$ cat config.mk
export PLATFORM = sky130hd
export DESIGN_NAME = key_scan_entry
export DESIGN_NICKNAME = d
export VERILOG_FILES = /design/src/rtl/key_scan_entry.sv
export SDC_FILE = /design/constraint.sdc
export NUM_CORES = 1
export LEC_CHECK = 0
export ABC_CLOCK_PERIOD_IN_PS = 4390
export CAP_MARGIN = 30
export CORE_MARGIN = 8
export CORE_UTILIZATION = 39
export DETAILED_ROUTE_END_ITERATION = 10
export PLACE_DENSITY = 0.7
export SLEW_MARGIN = 20
export SYNTH_ARGS = -nofsm -noshare
export SYNTH_HDL_FRONTEND = slang
export SYNTH_SLANG_ARGS = --single-unit
$ cat constraint.sdc
create_clock -name clk -period 4.39 [get_ports clk]
set_clock_uncertainty 0.15 [all_clocks]
set_input_delay 0.878 -clock clk [delete_from_list [all_inputs] [get_ports clk]]
set_output_delay 0.878 -clock clk [all_outputs]
set_load 0.02 [all_outputs]
$ cat src/rtl/key_scan_entry.sv
// 4x4 hex keypad scanner/debouncer feeding a 32-bit, 8-digit entry register.
// Optional macro BACKSPACE_EN: key 0xE removes the newest digit instead of entering it.
module key_scan_entry #(
  parameter int SCAN_DIV     = 20000,
  parameter int DEBOUNCE_CNT = 200000
) (
  input  logic        clk,
  input  logic        rst,
  input  logic [3:0]  row_in,
  output logic [3:0]  col_out,
  input  logic        clr,
  output logic [31:0] data,
  output logic [3:0]  key_code,
  output logic        key_valid,
  output logic [3:0]  digit_cnt
);

  localparam int SW = (SCAN_DIV > 2) ? $clog2(SCAN_DIV) : 1;
  localparam int DW = (DEBOUNCE_CNT > 2) ? $clog2(DEBOUNCE_CNT) : 1;
  localparam logic [SW-1:0] SCAN_LAST = SW'(SCAN_DIV - 1);
  localparam logic [DW-1:0] DB_LAST   = DW'(DEBOUNCE_CNT - 1);

  typedef enum logic [1:0] {
    ST_SCAN     = 2'd0,
    ST_PRESS_DB = 2'd1,
    ST_HOLD     = 2'd2,
    ST_REL_DB   = 2'd3
  } state_t;

  state_t          state_r, state_nxt_s;
  logic [3:0]      rs_meta_r, rs_r;
  logic [SW-1:0]   scan_cnt_r, scan_cnt_nxt_s;
  logic [DW-1:0]   db_cnt_r, db_cnt_nxt_s;
  logic [1:0]      col_idx_r, col_idx_nxt_s;
  logic [3:0]      cap_row_r, cap_row_nxt_s;
  logic            accept_s;
  logic [3:0]      code_s;
  logic            is_bksp_s;
  logic [31:0]     data_nxt_s;
  logic [3:0]      cnt_nxt_s;

  // Lowest active (low) row wins when several rows are pulled down.
  function automatic logic [1:0] row_index(input logic [3:0] rows);
    logic [1:0] idx;
    if (!rows[0])      idx = 2'd0;
    else if (!rows[1]) idx = 2'd1;
    else if (!rows[2]) idx = 2'd2;
    else               idx = 2'd3;
    return idx;
  endfunction

  assign code_s = {row_index(cap_row_r), col_idx_r};

`ifdef BACKSPACE_EN
  assign is_bksp_s = (code_s == 4'hE);
`else
  assign is_bksp_s = 1'b0;
`endif

  // Scan/debounce FSM next-state logic.
  always_comb begin
    state_nxt_s    = state_r;
    scan_cnt_nxt_s = '0;
    db_cnt_nxt_s   = db_cnt_r;
    col_idx_nxt_s  = col_idx_r;
    cap_row_nxt_s  = cap_row_r;
    accept_s       = 1'b0;
    case (state_r)
      ST_SCAN: begin
        if (scan_cnt_r == SCAN_LAST) begin
          if (rs_r == 4'hF) begin
            col_idx_nxt_s = col_idx_r + 2'd1;
          end else begin
            cap_row_nxt_s = rs_r;
            db_cnt_nxt_s  = '0;
            state_nxt_s   = ST_PRESS_DB;
          end
        end else begin
          scan_cnt_nxt_s = scan_cnt_r + SW'(1);
        end
      end
      ST_PRESS_DB: begin
        if (rs_r == cap_row_r) begin
          if (db_cnt_r == DB_LAST) begin
            accept_s    = 1'b1;
            state_nxt_s = ST_HOLD;
          end else begin
            db_cnt_nxt_s = db_cnt_r + DW'(1);
          end
        end else begin
          state_nxt_s = ST_SCAN;
        end
      end
      ST_HOLD: begin
        if (rs_r == 4'hF) begin
          db_cnt_nxt_s = '0;
          state_nxt_s  = ST_REL_DB;
        end else begin
          state_nxt_s = ST_HOLD;
        end
      end
      ST_REL_DB: begin
        if (rs_r == 4'hF) begin
          if (db_cnt_r == DB_LAST) begin
            state_nxt_s = ST_SCAN;
          end else begin
            db_cnt_nxt_s = db_cnt_r + DW'(1);
          end
        end else begin
          state_nxt_s = ST_HOLD;
        end
      end
      default: begin
        state_nxt_s = ST_SCAN;
      end
    endcase
  end

  // Entry register update; clear takes priority over an accepted key.
  always_comb begin
    data_nxt_s = data;
    cnt_nxt_s  = digit_cnt;
    if (clr) begin
      data_nxt_s = 32'h0;
      cnt_nxt_s  = 4'd0;
    end else if (accept_s && is_bksp_s) begin
      data_nxt_s = {4'h0, data[31:4]};
      cnt_nxt_s  = (digit_cnt == 4'd0) ? 4'd0 : digit_cnt - 4'd1;
    end else if (accept_s) begin
      data_nxt_s = {data[27:0], code_s};
      cnt_nxt_s  = (digit_cnt >= 4'd8) ? 4'd8 : digit_cnt + 4'd1;
    end else begin
      data_nxt_s = data;
      cnt_nxt_s  = digit_cnt;
    end
  end

  // State, counters, synchronizer and registered outputs.
  always_ff @(posedge clk or posedge rst) begin
    if (rst) begin
      rs_meta_r  <= 4'hF;
      rs_r       <= 4'hF;
      state_r    <= ST_SCAN;
      scan_cnt_r <= '0;
      db_cnt_r   <= '0;
      col_idx_r  <= 2'd0;
      cap_row_r  <= 4'hF;
      col_out    <= 4'b1110;
      data       <= 32'h0;
      key_code   <= 4'h0;
      key_valid  <= 1'b0;
      digit_cnt  <= 4'd0;
    end else begin
      rs_meta_r  <= row_in;
      rs_r       <= rs_meta_r;
      state_r    <= state_nxt_s;
      scan_cnt_r <= scan_cnt_nxt_s;
      db_cnt_r   <= db_cnt_nxt_s;
      col_idx_r  <= col_idx_nxt_s;
      cap_row_r  <= cap_row_nxt_s;
      col_out    <= ~(4'b0001 << col_idx_nxt_s);
      data       <= data_nxt_s;
      key_code   <= accept_s ? code_s : key_code;
      key_valid  <= accept_s;
      digit_cnt  <= cnt_nxt_s;
    end
  end

endmodule
After elaboration in Yosys (flattened, before gate mapping)
Index checks and enable logic that the tools add are counted.
{"block": "word_totals", "input_bits": 7, "regBits": 94, "out_inout_bits": 45, "elab_cells": 70}
{"block": "op_classes", "n_bitwise": 2, "n_reduce_logical": 5, "eq_ne": 14, "addsub": 4, "n_lt_le_gt_ge": 1, "n_shift": 1, "n_mux": 31}
{"cell": "$mux W18", "n": 6}
{"cell": "$pmux W18 S4", "n": 1}
{"cell": "$mux W32", "n": 2}
{"cell": "$mux W15", "n": 2}
{"cell": "$mux W2", "n": 11}
{"cell": "$add A18 B1 Y18 const B", "n": 1}
{"cell": "$eq A18 B18 Y1 const B", "n": 1}
{"cell": "$add A15 B1 Y15 const B", "n": 1}
{"cell": "$eq A15 B15 Y1 const B", "n": 1}
{"cell": "$mux W4", "n": 3}
{"cell": "$ne A2 B2 Y1 const B", "n": 5}
{"cell": "$pmux W2 S4", "n": 1}
{"cell": "$ne A3 B3 Y1 const B", "n": 2}
{"cell": "$mux W1", "n": 5}
{"cell": "$reduce_and A5 Y1", "n": 1}
{"cell": "$add A4 B1 Y4 const B", "n": 1}
{"cell": "$eq A2 B2 Y1 const B", "n": 2}
{"cell": "$eq A4 B4 Y1", "n": 1}
{"cell": "$eq A4 B4 Y1 const B", "n": 1}
{"cell": "$ge A4 B4 Y1 const B", "n": 1}
{"cell": "$not A4 Y4", "n": 1}
{"cell": "$reduce_and A4 Y1", "n": 1}
{"cell": "$shl A1 B2 Y4 const A", "n": 1}
{"cell": "$reduce_and A3 Y1", "n": 1}
{"cell": "5 further kinds", "n": 5}

Depth between registers and ports, before layout
Gate-level depths: netlist (run 1).
{"block": "logic_depth", "ltp_word": 6, "mapped_depth": 8, "ltp_nobuf": 6}

Least setup slack after synthesis (run 1)
OpenSTA, ideal clock, no wires.
{"block": "synth_timing", "path_type": "reg-to-reg", "startpoint": "reg db_cnt_r[0]", "endpoint": "reg digit_cnt[2]", "path_buffers": 1, "path_stages_with_launch": 8, "t_required_ps": 4162, "t_arrival_ps": 2189, "slack_ps": 1973, "path_cell_list": "dfrtp_1 -> ha_1 -> nand3_2 -> or2_1 -> or4_1 -> clkbuf_1 -> or4b_1 -> a21oi_1"}
{"block": "synth_via", "elab_chain_cells": 5}
{"item": "start: declaration", "line": "33", "source": "logic [DW-1:0] db_cnt_r, db_cnt_nxt_s;"}
{"item": "start signal: assignment", "line": "158", "source": "db_cnt_r <= db_cnt_nxt_s;"}
{"item": "$eq A18 B18 Y1", "line": "84", "source": "if (db_cnt_r == DB_LAST) begin"}
{"item": "$mux W1", "line": "84"}
{"item": "$mux W1", "line": "83", "source": "if (rs_r == cap_row_r) begin"}
{"item": "$mux W1", "line": "68", "source": "case (state_r)"}
{"item": "$reduce_bool A2 Y1 (no line)"}
{"item": "end signal: assignment", "line": "165", "source": "digit_cnt <= cnt_nxt_s;"}
{"item": "end: declaration", "line": "15", "source": "output logic [3:0] digit_cnt"}
Every way passes these cells.
A chain may end at the register's enable or synchronous reset.

Worst setup path after layout (run 1)
Same ends and word-level chain as after synthesis.

==> flow_summary.toml, run 1 <==
[run_status]
outcome = "completed"

[finish]
multi_input_area_mm2 = 0.001712
drive_gt1_frac = 0.07975
diodes = 0
largest_register = "data"
syn_to_final_growth_pct = 20.11
largest_reg_flops = 32
fill_cells = 991
top_regs = "data x32, db_cnt_r x18, scan_cnt_r x15"
finalNetCount = 495
seqCellArea_mm2 = 0.002371

[drt]
via_per_inst = 5.324
num_vias = 3349
antenna_left = 0
wl_per_cell_um = 14.62
first_iter_violations = 197
route.detailed.drc = 0
first_pass_iters = 5
routed_wl_mm = 9.197

[synth]
synth_cell_type_count = 49
synth.avg_cell_area_um2 = 9.581
syn-num-nets = 452
syn_area_mm2 = 0.004225
synth-seq-cells = 94
synthTopCellsByArea = "dfrtp_1, dfstp_2, nand2_1, a21oi_1, nand3_1"
ys.flop_type = "dfrtp_1"
synth-edff-count = 0
synth_top_cell_by_area = "dfrtp_1"
synth_top_area_frac = 0.4679
ys_warn_count = 0
async_flop_share = 1.000
syn_inst = 441
yosysSeqAreaShare = 0.5611

[sta]
slew_headroom = 0.4909
tns_ns = 0
setup_viol = 0
slew_viol_final = 0
finalCriticalPeriod_ns = 2.816
rsz0062_at_grt = "no"
hold_viol_final = 0
holdWs_ns = 0.2095
tightestPinTransition_ns = 0.7627
fmax_ghz = 0.3551
period_share = 0.6415

[grt]
overflow = 0
grt_max_degree = 56
use_met1 = 0.1579
grtUsageMet2 = 0.2221
use_met3 = 0.03570
grt_pass1_wl_mm = 15.79
first_global_vias = 3322
gr-max-usage-layer = "met2"
grt_antenna_before_repair = 0
grt_use_total = 0.1310

[worst_setup_path]
critPathSlowestCell = "or4_1"
critPathBufInv = 1
crit_path_end_kind = "flop"
cp_max_fo = 42
worstSetupPathType = "flop to flop"
crit_arrival_ns = 2.94
reg2reg_from = "db_cnt_r[0]"
r2r_end = "digit_cnt[2]"
cp.required_ns = 4.51
r2r_cells = 7
cpLargestDelayFamily = "simple AND/OR/NAND/NOR gates"
crit_path_start_kind = "flop"
path_cells = "ha_1, nand3_2, or2_1, or4_1, buf_4, or4b_1, a21oi_1"
critical_path.max_stage_delay_ns = 0.53
ff2ff_setup_slack_ns = 1.57

[power]
peakVddDrop_mv = 0.1428
p_per_area_mw_per_mm2 = 284.2
switchingPower_w = 0.0003309
switching_share = 0.2295
intPower_w = 0.001111
power_w = 0.001442
p_leak_nw = 2.059
sequentialPowerShare = 0.606
clkPwrFrac = 0.369
pwr-share-comb = 0.025

[clocking]
cts.sinks = 94
clk_pin_slew_ns = 0.09
insertion_delay_ns = 0.36
cts_max_level = 3
cts_tree = "built"
clockBufferDepth = 2
cts_resized = 0
numCtsBuffers = 9
post-cts-setup-buffers = 0
hold_buffers = 0
root_buffer = "clkbuf_8"

[floorplanning]
io_pins = 52
start_util = 0.3950
placeableCoreArea_mm2 = 0.01070
die_h_um = 120.1
num_rows = 38
dieArea_mm2 = 0.01442
fp.dieW_um = 120.1

[worst_hold_path]
hold_class = "flop to flop"
worstHoldEndpoint = "rs_r[3]"
worstHoldStart = "rs_meta_r[3]"
whs_path_depth = 0

[placed_design]
gp_congestion = 0.8325
hpwlAfterDp_mm = 6.225
port_buffers = 51

[flow_run]
maxCapViolCount = 0
per-layer routing:
layer	part of all wire	wire length [um]	vias to the layer above
li1	-	-	1626
met1	0.43	3937	1619
met2	0.50	4602	90
met3	0.059	546	14
met4	0.012	111	0
met5	0	0	-
synthesized netlist by cell type, drive strengths merged (4+ instances only):
library cell,n
inv,16
nand2b,5
dfrtp,79
or4,4
o22ai,6
nor3,6
nor4,7
o31ai,5
xnor2,10
and3,10
ha,4
xor2,9
a31oi,10
clkbuf,21
nand2,94
nand3,22
nor2,25
a21oi,38
and2,4
dfstp,15
o22a,4
nand4,11
o21ai,4
placed cells by master (no fill, tap or decap), types with 6 or more instances in the layout:
cell and instances:
xnor2_1 10, nand4_1 11, nor4_1 6, clkbuf_8 10, dfstp_2 15, nor2_1 25, and3_1 10, nor3_1 6
inv_1 15, clkdlybuf4s50_1 51, nand2_1 94, xor2_1 9, o22ai_1 6, nand3_1 21, dfrtp_1 79, a21oi_1 38
a31oi_1 10
how the worst max path moves through the flow:
stage	start	endpoint	slack, ns	depth (start not counted)
2_1_floorplan	rst	col_idx_r[0]	0.94	1
3_3_place_gp	db_cnt_r[0]	digit_cnt[2]	1.69	7
3_5_place_dp	db_cnt_r[0]	digit_cnt[2]	1.60	7
4_1_cts	db_cnt_r[0]	digit_cnt[2]	1.57	7
5_1_grt	db_cnt_r[1]	digit_cnt[2]	1.44	7
6_report	db_cnt_r[0]	digit_cnt[2]	1.57	7
metrics by stage:
step / instances / setup WS (ns) / utilization / instance area, um2
finish: 629 / 1.574 / 0.4744 / 5075
global route: 629 / 1.442 / 0.4744 / 5075
CTS: 628 / 1.573 / 0.4725 / 5055
detailed placement: 612 / 1.598 / 0.4554 / 4872
global placement: 612 / 1.692 / 0.4554 / 4872
floorplan: 441 / 0.9382 / - / 4225
cell families (layout without fill, tap and decap cells):
| group | count (synthesis) | after routing | synth area share |
|---|---|---|---|
| fa+ha+maj | 4 | 4 | 0.01185 |
| buf+inv | 40 | 88 | 0.03583 |
| simple gates | 202 | 202 | 0.2298 |
| mux | 1 | 1 | 0.002369 |
| flops | 94 | 94 | 0.5612 |
| compound gates | 81 | 81 | 0.1196 |
| xor+xnor | 19 | 19 | 0.03938 |
power by group through the flow:
stage | Sequential (W) | Combinational [W] | Clock (W)
finish | 0.000875 | 0.0000354 | 0.000532
global route | 0.000875 | 0.0000406 | 0.000593
CTS | 0.000875 | 0.0000350 | 0.000555
detailed placement | 0.000891 | 0.0000348 | 0
global placement | 0.000891 | 0.0000345 | 0
floorplan | 0.000891 | 0.0000200 | 0
final cells by class:
class | instances | share of cell area
Clock inverter | 5 | 0.008136
Timing Repair Buffer | 56 | 0.1129
Tap cell | 140 | 0.03452
Multi-Input combinational cell | 307 | 0.3373
Clock buffer | 11 | 0.02786
Inverter | 16 | 0.01208
Sequential cell | 94 | 0.4672
(Power assumes the default switching activity.)
==> inputs of run 2 (changes only) <==
Settings changed: ABC_CLOCK_PERIOD_IN_PS 4390 to 2900.
Clock period 4.39 ns to 2.9 ns, I/O delays scaled along.
==> run 2 against run 1 <==
Wire length is 0.86% lower. Total power is 59% higher. Combinational power is 43% higher. Register-to-register slack worse by 1.4 ns. Largest power group unchanged. Clock power is 72% higher.
==> flow_summary.toml, run 2 (same netlist as run 1, synthesis figures left out) <==
[sta]
holdWs_ns = 0.2088
tightestPinTransition_ns = 0.6900
slew_viol_final = 0
finalCriticalPeriod_ns = 2.683
rsz0062_at_grt = "no"
setup_viol = 0
period_share = 0.9250
tns_ns = 0
fmax_ghz = 0.3728
slew_headroom = 0.5365
hold_viol_final = 0

[placed_design]
port_buffers = 51
hpwlAfterDp_mm = 6.220
gp_congestion = 0.9602
dp_cells = 618

[finish]
finalNetCount = 500
layout_commonest_cell = "nand2_1"
diodes = 0
finish.utilization = 0.4812
largest_register = "data"
final_cell_mix = "nand2_1, dfrtp_1, clkdlybuf4s50_1"
drive_gt1_frac = 0.09109
largest_reg_flops = 32
syn_to_final_growth_pct = 21.82
top_regs = "data x32, db_cnt_r x18, scan_cnt_r x15"
fill_cells = 980
finalNonFillerCells = 634

[power]
power_w = 0.002289
peakVddDrop_mv = 0.2648
p_per_area_mw_per_mm2 = 444.7
p_leak_nw = 2.089

[worst_setup_path]
critPathSlowestCell = "or4_1"
path_cells = "ha_1, nand3_2, or2_1, or4_1, buf_4, or3_1, a21oi_1"
cp.required_ns = 3.03
cpLargestDelayFamily = "simple AND/OR/NAND/NOR gates"
cp_max_fo = 41
ff2ff_setup_slack_ns = 0.22
crit_arrival_ns = 2.81
crit_path_start_kind = "flop"
critical_path.max_stage_delay_ns = 0.59
crit_path_end_kind = "flop"
setup.worst_path.start = "db_cnt_r[0]"
reg2reg_from = "db_cnt_r[0]"
worstSetupPathType = "flop to flop"
critPathBufInv = 1
r2r_end = "digit_cnt[0]"
r2r_cells = 7

[drt]
first_iter_violations = 253
first_pass_iters = 7
routed_wl_mm = 9.118
antenna_left = 0
route.detailed.drc = 0
num_vias = 3352
via_per_inst = 5.287
wl_per_cell_um = 14.38

[clocking]
root_buffer = "clkbuf_8"
clockBufferDepth = 2
cts.sinks = 94
cts_tree = "built"
cts_max_level = 3
cts_resized = 0
hold_buffers = 0
numCtsBuffers = 9
clk_pin_slew_ns = 0.09
post-cts-setup-buffers = 0
insertion_delay_ns = 0.36

[floorplanning]
io_pins = 52
placeableCoreArea_mm2 = 0.01070
die_h_um = 120.1
fp.dieW_um = 120.1
dieArea_mm2 = 0.01442
start_util = 0.3950
num_rows = 38

[grt]
overflow = 0
grt_use_total = 0.1290
grt_pass1_wl_mm = 15.61
grt_max_degree = 95
grt_antenna_before_repair = 0
first_global_vias = 3304

[flow_run]
maxCapViolCount = 0

[worst_hold_path]
hold_class = "flop to flop"
worstHoldStart = "rs_meta_r[3]"
worstHoldEndpoint = "rs_r[3]"
whs_path_depth = 0

[run_status]
outcome = "completed"
run 2: cell count changes in the layout (fill, tap and decap cells not counted), sizes merged:
cell | before | now
clkinv | 3 | 1
bufinv | 0 | 1
buf | 5 | 10
inv | 18 | 17
clkinvlp | 0 | 2
run 2: report_power, final:
| part | switching [W] | internal, W | total [W] |
|---|---|---|---|
| registers | 0.00000364 | 0.00132 | 0.00132 |
| logic | 0.0000370 | 0.0000137 | 0.0000507 |
| clock network | 0.000461 | 0.000454 | 0.000914 |
| total | 0.000501 | 0.00179 | 0.00229 |
run 2: per-layer routing:
| layer | track usage | wire (um) | vias up |
|---|---|---|---|
| met5 | 0 | 0 | - |
| met4 | 0.03591 | 119 | 0 |
| met3 | 0.03992 | 492 | 15 |
| met2 | 0.2180 | 4423 | 83 |
| met1 | 0.1556 | 4083 | 1620 |
| li1 | - | - | 1634 |
run 2: worst max path at each step:
stage               depth (start not counted)            to  slack, ns
floorplan                                   7  digit_cnt[2]       0.48
global placement                            7  digit_cnt[0]       0.30
detailed placement                          7  digit_cnt[0]       0.27
CTS                                         7  digit_cnt[0]       0.23
global route                                7  digit_cnt[0]       0.08
finish                                      7  digit_cnt[0]       0.22
run 2: worst reg2reg max path, delay by kind of cell (launching register included):
family,cells,cell delay (ns)
flops,1,0.42
buf+inv,1,0.29
fa+ha+maj,1,0.21
compound gates,1,0.14
simple gates,4,1.40
run 2: area by class of cell:
type                       instances  area, um2  share of cell area
sequential                        94       2371              0.4606
multi-input combinational        307       1712              0.3325
timing repair buffer              61      610.6              0.1186
tap                              140      175.2             0.03403
clock buffer                      11      151.4             0.02941
clock inverter                     5      63.81             0.01240
inverter                          16      63.81             0.01240
run 2: per-stage QoR:
step | worst slack, ns | cell area [um2]
after floorplan | 0.4828 | 4229
after global placement | 0.3044 | 4932
after detailed placement | 0.2708 | 4932
after CTS | 0.2309 | 5147
after global routing | 0.07507 | 5147
final | 0.2174 | 5147
